### src/rtl/deal_sequencer_if.sv
// -----------------------------------------------------------------------------
// deal_sequencer_if
//   Links the hand sequencer to the card datapath.
//   Datapath -> sequencer : pcard3 (player third-card rank, 0 = none),
//                           pscore / dscore (hand scores, 0-9)
//   Sequencer -> datapath : six one-hot card load strobes
//   Sequencer -> display  : player / dealer win lights
//   master : the sequencer side
//   slave  : the datapath / observer side
// -----------------------------------------------------------------------------
interface deal_sequencer_if;
    logic [3:0] pcard3;
    logic [3:0] pscore;
    logic [3:0] dscore;
    logic       load_pcard1;
    logic       load_pcard2;
    logic       load_pcard3;
    logic       load_dcard1;
    logic       load_dcard2;
    logic       load_dcard3;
    logic       player_win_light;
    logic       dealer_win_light;

    modport master (
        input  pcard3, pscore, dscore,
        output load_pcard1, load_pcard2, load_pcard3,
        output load_dcard1, load_dcard2, load_dcard3,
        output player_win_light, dealer_win_light
    );

    modport slave (
        output pcard3, pscore, dscore,
        input  load_pcard1, load_pcard2, load_pcard3,
        input  load_dcard1, load_dcard2, load_dcard3,
        input  player_win_light, dealer_win_light
    );
endinterface

### src/rtl/deal_sequencer.sv
// -----------------------------------------------------------------------------
// deal_sequencer
//   Control FSM for one baccarat hand. Deals P1, D1, P2, D2, applies the
//   player and banker third-card rules, then holds the win lights until reset.
//   slow_clock : hand clock, all state changes on its rising edge
//   resetb     : asynchronous active-low reset, returns to S_IDLE
//   bus        : datapath link (scores, pcard3 in; load strobes, lights out)
//   All outputs are Moore-decoded from the state register.
// -----------------------------------------------------------------------------
module deal_sequencer (
    input  logic              slow_clock,
    input  logic              resetb,
    deal_sequencer_if.master  bus
);

    typedef enum logic [3:0] {
        S_IDLE, S_P1, S_D1, S_P2, S_D2, S_EVAL4, S_P3, S_EVAL5, S_D3, S_DONE
    } state_e;

    state_e state_q, state_d;

    // Baccarat value of the player's third card; face cards and the
    // unused codes 14-15 count as zero.
    logic [3:0] p3_val;
    logic       banker_draw;
    logic       natural;

    assign p3_val  = (bus.pcard3 >= 4'd10) ? 4'd0 : bus.pcard3;
    assign natural = (bus.pscore >= 4'd8) || (bus.dscore >= 4'd8);

    // Banker rule after the player has drawn, keyed on the banker's
    // two-card score and the player's third-card value.
    always_comb begin
        banker_draw = 1'b0;
        case (bus.dscore)
            4'd0, 4'd1, 4'd2: banker_draw = 1'b1;
            4'd3:             banker_draw = (p3_val != 4'd8);
            4'd4:             banker_draw = (p3_val >= 4'd2) && (p3_val <= 4'd7);
            4'd5:             banker_draw = (p3_val >= 4'd4) && (p3_val <= 4'd7);
            4'd6:             banker_draw = (p3_val == 4'd6) || (p3_val == 4'd7);
            default:          banker_draw = 1'b0;
        endcase
    end

    // State register
    always_ff @(posedge slow_clock or negedge resetb) begin
        if (!resetb) state_q <= S_IDLE;
        else         state_q <= state_d;
    end

    // Next-state logic
    always_comb begin
        state_d = state_q;
        case (state_q)
            S_IDLE:  state_d = S_P1;
            S_P1:    state_d = S_D1;
            S_D1:    state_d = S_P2;
            S_P2:    state_d = S_D2;
            S_D2:    state_d = S_EVAL4;
            S_EVAL4: begin
                if (natural)                   state_d = S_DONE;
                else if (bus.pscore <= 4'd5)   state_d = S_P3;
                else if (bus.dscore <= 4'd5)   state_d = S_D3;
                else                           state_d = S_DONE;
            end
            S_P3:    state_d = S_EVAL5;
            S_EVAL5: state_d = banker_draw ? S_D3 : S_DONE;
            S_D3:    state_d = S_DONE;
            S_DONE:  state_d = S_DONE;
            default: state_d = S_IDLE;
        endcase
    end

    // Output decode
    logic lp1, lp2, lp3, ld1, ld2, ld3, pwin, dwin;

    always_comb begin
        lp1  = 1'b0;
        lp2  = 1'b0;
        lp3  = 1'b0;
        ld1  = 1'b0;
        ld2  = 1'b0;
        ld3  = 1'b0;
        pwin = 1'b0;
        dwin = 1'b0;
        case (state_q)
            S_P1:   lp1 = 1'b1;
            S_D1:   ld1 = 1'b1;
            S_P2:   lp2 = 1'b1;
            S_D2:   ld2 = 1'b1;
            S_P3:   lp3 = 1'b1;
            S_D3:   ld3 = 1'b1;
            // A tie lights both, so each light is a >= compare.
            S_DONE: begin
                pwin = (bus.pscore >= bus.dscore);
                dwin = (bus.dscore >= bus.pscore);
            end
            default: ;
        endcase
    end

    assign bus.load_pcard1      = lp1;
    assign bus.load_pcard2      = lp2;
    assign bus.load_pcard3      = lp3;
    assign bus.load_dcard1      = ld1;
    assign bus.load_dcard2      = ld2;
    assign bus.load_dcard3      = ld3;
    assign bus.player_win_light = pwin;
    assign bus.dealer_win_light = dwin;

endmodule

### src/flat_wrapper.sv
// flat-port wrapper written by rule: the top's interface ports become plain ports
module deal_sequencer_flat 
  (slow_clock, resetb, bus_pcard3, bus_pscore, bus_dscore, bus_load_pcard1, bus_load_pcard2, bus_load_pcard3, bus_load_dcard1, bus_load_dcard2, bus_load_dcard3, bus_player_win_light, bus_dealer_win_light);
  deal_sequencer_if bus_i ();
  input  logic slow_clock;
  input  logic resetb;
  input wire logic [$bits(bus_i.pcard3)-1:0] bus_pcard3;
  input wire logic [$bits(bus_i.pscore)-1:0] bus_pscore;
  input wire logic [$bits(bus_i.dscore)-1:0] bus_dscore;
  output wire logic [$bits(bus_i.load_pcard1)-1:0] bus_load_pcard1;
  output wire logic [$bits(bus_i.load_pcard2)-1:0] bus_load_pcard2;
  output wire logic [$bits(bus_i.load_pcard3)-1:0] bus_load_pcard3;
  output wire logic [$bits(bus_i.load_dcard1)-1:0] bus_load_dcard1;
  output wire logic [$bits(bus_i.load_dcard2)-1:0] bus_load_dcard2;
  output wire logic [$bits(bus_i.load_dcard3)-1:0] bus_load_dcard3;
  output wire logic [$bits(bus_i.player_win_light)-1:0] bus_player_win_light;
  output wire logic [$bits(bus_i.dealer_win_light)-1:0] bus_dealer_win_light;
  assign bus_i.pcard3 = bus_pcard3;
  assign bus_i.pscore = bus_pscore;
  assign bus_i.dscore = bus_dscore;
  assign bus_load_pcard1 = bus_i.load_pcard1;
  assign bus_load_pcard2 = bus_i.load_pcard2;
  assign bus_load_pcard3 = bus_i.load_pcard3;
  assign bus_load_dcard1 = bus_i.load_dcard1;
  assign bus_load_dcard2 = bus_i.load_dcard2;
  assign bus_load_dcard3 = bus_i.load_dcard3;
  assign bus_player_win_light = bus_i.player_win_light;
  assign bus_dealer_win_light = bus_i.dealer_win_light;
  deal_sequencer u_core (.slow_clock(slow_clock), .resetb(resetb), .bus(bus_i));
endmodule
### config.mk
export PLATFORM = sky130hd
export DESIGN_NAME = deal_sequencer_flat
export DESIGN_NICKNAME = d
export VERILOG_FILES = /design/src/rtl/deal_sequencer_if.sv /design/src/rtl/deal_sequencer.sv /design/src/flat_wrapper.sv
export SDC_FILE = /design/constraint.sdc
export NUM_CORES = 1
export LEC_CHECK = 0
export ABC_AREA = 1
export ABC_CLOCK_PERIOD_IN_PS = 2600
export CORE_AREA = 2 2 39 41
export DETAILED_ROUTE_END_ITERATION = 8
export DIE_AREA = 0 0 41 43
export GPL_TIMING_DRIVEN = 0
export PLACE_DENSITY = 0.81
export SYNTH_ARGS = -nofsm -noshare
export SYNTH_HDL_FRONTEND = slang
export SYNTH_SLANG_ARGS = --single-unit
### constraint.sdc
create_clock -name slow_clock -period 2.6 [get_ports slow_clock]
set_clock_uncertainty 0.2 [all_clocks]
set_input_delay 0.65 -clock slow_clock [delete_from_list [all_inputs] [get_ports slow_clock]]
set_output_delay 0.65 -clock slow_clock [all_outputs]
set_load 0.01 [all_outputs]
==> impl_metrics.prom, run 1 <==
# TYPE chip_impl_metric gauge
chip_impl_metric{name="drv_slew",unit=""} 0
chip_impl_metric{name="combPwrFrac",unit=""} 0.581
chip_impl_metric{name="synth.cell_area",unit="µm²"} 459
chip_impl_metric{name="clock_network_fraction_of_total_power",unit=""} 0.165
chip_impl_metric{name="p_per_area",unit="mW/mm²"} 649
chip_impl_metric{name="insertion_delay",unit="ps"} 240
chip_impl_metric{name="port-buffer-count",unit=""} 21
chip_impl_metric{name="core_area",unit="mm²"} 0.00138
chip_impl_metric{name="max-slew-margin-rel",unit=""} 0.856
chip_impl_metric{name="period_minus_slack",unit="ps"} 2510
chip_impl_metric{name="clk_pin_slew",unit="ps"} 40
chip_impl_metric{name="rows",unit=""} 14
chip_impl_metric{name="post-synth-top-area-fraction",unit=""} 0.218
chip_impl_metric{name="grt_ovf",unit=""} 0
chip_impl_metric{name="post_drt_wl_per_cell",unit="µm"} 9.56
chip_impl_metric{name="dieArea",unit="mm²"} 0.00176
chip_impl_metric{name="max_freq",unit="MHz"} 398
chip_impl_metric{name="top_ports",unit=""} 22
chip_impl_metric{name="finalHoldWorstSlack",unit="ps"} 403
chip_impl_metric{name="number_of_drc_markers_in_iteration_0",unit=""} 6
chip_impl_metric{name="worstPathArrival",unit="ps"} 1660
chip_impl_info{name="synth_most_common_cell",value="nand2_1"} 1
chip_impl_metric{name="power_switching",unit="mW"} 0.213
chip_impl_info{name="synth_top_cell_by_area",value="dfrtp_1"} 1
chip_impl_metric{name="irDropWorstVdd",unit="V"} 0.000423
chip_impl_metric{name="crit_path_max_fanout",unit=""} 3
chip_impl_metric{name="floorplan.die.width",unit="µm"} 41
chip_impl_metric{name="synth_edf_count",unit=""} 0
chip_impl_info{name="worstHoldPathType",value="in -> async"} 1
chip_impl_metric{name="timing.reg2reg.setup_slack",unit="ps"} 1290
chip_impl_metric{name="internal-power",unit="mW"} 0.269
chip_impl_metric{name="clock_sinks",unit=""} 4
chip_impl_info{name="criticalPathCategory",value="in -> out"} 1
chip_impl_metric{name="grt_start_max_net_pins",unit=""} 8
chip_impl_info{name="endpoint_kind",value="output port"} 1
chip_impl_metric{name="first_global_vias",unit=""} 521
chip_impl_metric{name="antenna_found_initial",unit=""} 0
chip_impl_metric{name="largest_register_ff_count",unit=""} 4
chip_impl_metric{name="critPathRequiredTime",unit="ps"} 1750
chip_impl_metric{name="cts.htree.levels",unit=""} 1
chip_impl_info{name="worstSetupStartpointType",value="primary input"} 1
chip_impl_metric{name="seq_power_share",unit=""} 0.254
chip_impl_metric{name="area_growth",unit="%"} 61.9
chip_impl_metric{name="drt_pre_antenna_iters",unit=""} 4
chip_impl_metric{name="yosys_warnings",unit=""} 0
chip_impl_metric{name="grt_pass1_wl",unit="µm"} 1770
chip_impl_metric{name="power.share.switching",unit=""} 0.442
chip_impl_metric{name="final-setup-viol-count",unit=""} 0
chip_impl_metric{name="drt.antenna.violating_nets",unit=""} 0
chip_impl_info{name="layout_top_registers",value="u_core.state_q (4)"} 1
chip_impl_metric{name="stdcell_count",unit=""} 120
chip_impl_metric{name="postSynthRegisterBits",unit=""} 4
chip_impl_metric{name="worstRegToRegCells",unit=""} 7
chip_impl_info{name="clock_tree.root_cell",value="clkbuf_4"} 1
chip_impl_metric{name="gp_congestion",unit=""} 0.834
chip_impl_metric{name="initial_core_util",unit=""} 0.332
chip_impl_metric{name="yosysSeqAreaShare",unit=""} 0.218
chip_impl_metric{name="die_y",unit="µm"} 43
chip_impl_metric{name="post_synth_num_cell_types",unit=""} 15
chip_impl_info{name="synth.area.top_cells",value="dfrtp_1 22%, nand2_1 17%, inv_1 16%"} 1
chip_impl_metric{name="dr_total_vias",unit=""} 562
chip_impl_metric{name="leakage_power_total",unit="nW"} 0.416
chip_impl_metric{name="syn-instance-count",unit=""} 80
chip_impl_metric{name="timing_hold_violations_final",unit=""} 0
chip_impl_info{name="tritoncts",value="yes"} 1
chip_impl_metric{name="numCtsBuffers",unit=""} 3
chip_impl_metric{name="detailed_place_hpwl",unit="µm"} 902
chip_impl_metric{name="num_antenna_cells",unit=""} 0
chip_impl_metric{name="worst-slew-pin-transition",unit="ps"} 213
chip_impl_metric{name="asyncSetResetFlopFracSynth",unit=""} 1.00
chip_impl_info{name="yosys-top-cells-count",value="21 x nand2_1, 19 x inv_1, 10 x nor2_1"} 1
chip_impl_metric{name="dpl.cell_count",unit=""} 117
chip_impl_metric{name="max-cap-violations",unit=""} 0
chip_impl_info{name="outcome",value="completed"} 1
chip_impl_info{name="dominantRegCellSynth",value="dfrtp_1"} 1
chip_impl_metric{name="syn-num-nets",unit=""} 98
chip_impl_metric{name="post_drt_via_cell_ratio",unit=""} 4.68
chip_impl_metric{name="gr-usage-all-layers",unit=""} 0.148
chip_impl_metric{name="synthesized_area_per_cell",unit="µm²"} 5.74
chip_impl_metric{name="footprint_of_the_multi_input_gates",unit="µm²"} 342
chip_impl_info{name="r2r-end",value="u_core.state_q[0]$_DFF_PN0_"} 1
chip_impl_metric{name="layout.core_utilization",unit=""} 0.537
chip_impl_info{name="largest_register",value="u_core.state_q"} 1
chip_impl_metric{name="cts-root-to-sink-buffers",unit=""} 2
chip_impl_metric{name="route.detailed.drc",unit=""} 0
chip_impl_metric{name="final_power",unit="mW"} 0.483
chip_impl_info{name="crit-reg2reg-launch",value="u_core.state_q[3]$_DFF_PN0_"} 1
chip_impl_metric{name="wl",unit="µm"} 1150
chip_impl_metric{name="num-fill-cells",unit=""} 149
chip_impl_metric{name="post-route-period-util",unit=""} 0.967
chip_impl_info{name="grt_setup_unrepaired",value="no"} 1
chip_impl_metric{name="layout-drive-gt1-share",unit=""} 0.202
chip_impl_metric{name="design.final.nets",unit=""} 124
chip_impl_metric{name="sequential_cell_area",unit="µm²"} 100
==> worst max-delay path, stage by stage <==
cell and delay, ps:
dlygate4sd2_1 260, ha_2 180, o21bai_1 180, nand3_2 100, nand3_2 80, nand2_1 50
inv_1 40, buf_2 120
==> per-layer routing <==
layer  track usage  vias up  share of wire
met5             0        -              0
met4         0.100        0          0.020
met3        0.0314        2          0.074
met2         0.266       21           0.49
met1         0.133      242           0.41
li1              -      297              -
==> placed cells by master, fill, tap and decap left out <==
master,instances
nand2_1,21
nor3_1,3
nand3_2,2
ha_4,3
nor2_2,1
inv_2,4
dfrtp_1,4
nor2_1,10
inv_1,17
nor3_2,1
a31oi_1,1
buf_2,4
o21ai_0,1
o21bai_1,1
dlygate4sd2_1,4
nand4_1,3
clkbuf_4,3
clkdlybuf4s15_1,1
a21oi_4,1
ha_2,1
clkdlybuf4s50_1,11
a21oi_1,4
clkbuf_2,1
nand3_1,2
==> cell type report <==
class / instances / share of cell area
Clock buffer: 3 / 0.0303
Inverter: 21 / 0.106
Multi-Input combinational cell: 55 / 0.460
Sequential cell: 4 / 0.135
Tap cell: 16 / 0.0269
Timing Repair Buffer: 21 / 0.242
==> power groups by stage <==
| stage | Clock [mW] | Sequential (mW) | Combinational [mW] |
|---|---|---|---|
| floorplan | 0 | 0.116 | 0.168 |
| global placement | 0 | 0.122 | 0.273 |
| detailed placement | 0 | 0.123 | 0.277 |
| CTS | 0.0851 | 0.122 | 0.278 |
| global route | 0.0884 | 0.127 | 0.313 |
| finish | 0.0794 | 0.123 | 0.280 |
==> kinds of logic after synthesis <==
logic type / Yosys count / synth area share
and+or+nand+nor: 43 / 0.406
buffers and inverters: 21 / 0.172
AOI/OAI and AO/OA: 8 / 0.0954
adders and majority gates: 4 / 0.109
DFF: 4 / 0.218
==> worst max-delay path by stage <==
stage | start | to | slack [ps] | depth (start not counted)
2_1_floorplan | bus_dscore[3] | bus_dealer_win_light | 320 | 5
3_3_place_gp | bus_dscore[1] | bus_player_win_light | -720 | 10
3_5_place_dp | bus_dscore[1] | bus_player_win_light | -760 | 10
4_1_cts | bus_dscore[3] | bus_dealer_win_light | 30 | 7
5_1_grt | bus_dscore[0] | bus_player_win_light | 2 | 8
6_report | bus_dscore[0] | bus_player_win_light | 90 | 8
==> metrics by stage <==
step	worst slack [ps]	area [µm²]	setup TNS, ps
after global placement	-724	689	-1440
after detailed placement	-759	689	-1500
after CTS	30.9	732	0
after global routing	2.33	743	0
final	86.2	743	0
after floorplan	322	459	0
==> what timing repair did <==
| item | in CTS | in global routing |
|---|---|---|
| pin swaps | 8 | 4 |
| hold buffers | 0 | 0 |
| setup buffers | 0 | 0 |
| gates resized for setup | 28 | 7 |
| endpoints found under the setup margin | 2 | 2 |
No activity file was read; power rests on OpenSTA's default activity.
==> run 2: changes to the inputs <==
--- a/config.mk
+++ b/config.mk
@@ -11,6 +11,7 @@
 export DETAILED_ROUTE_END_ITERATION = 8
 export DIE_AREA = 0 0 41 43
 export GPL_TIMING_DRIVEN = 0
+export HOLD_SLACK_MARGIN = 0.06
 export PLACE_DENSITY = 0.81
 export SYNTH_ARGS = -nofsm -noshare
 export SYNTH_HDL_FRONTEND = slang
==> results of run 2 <==
Same layout as run 1: the final DEF is identical, and so are final timing and power.
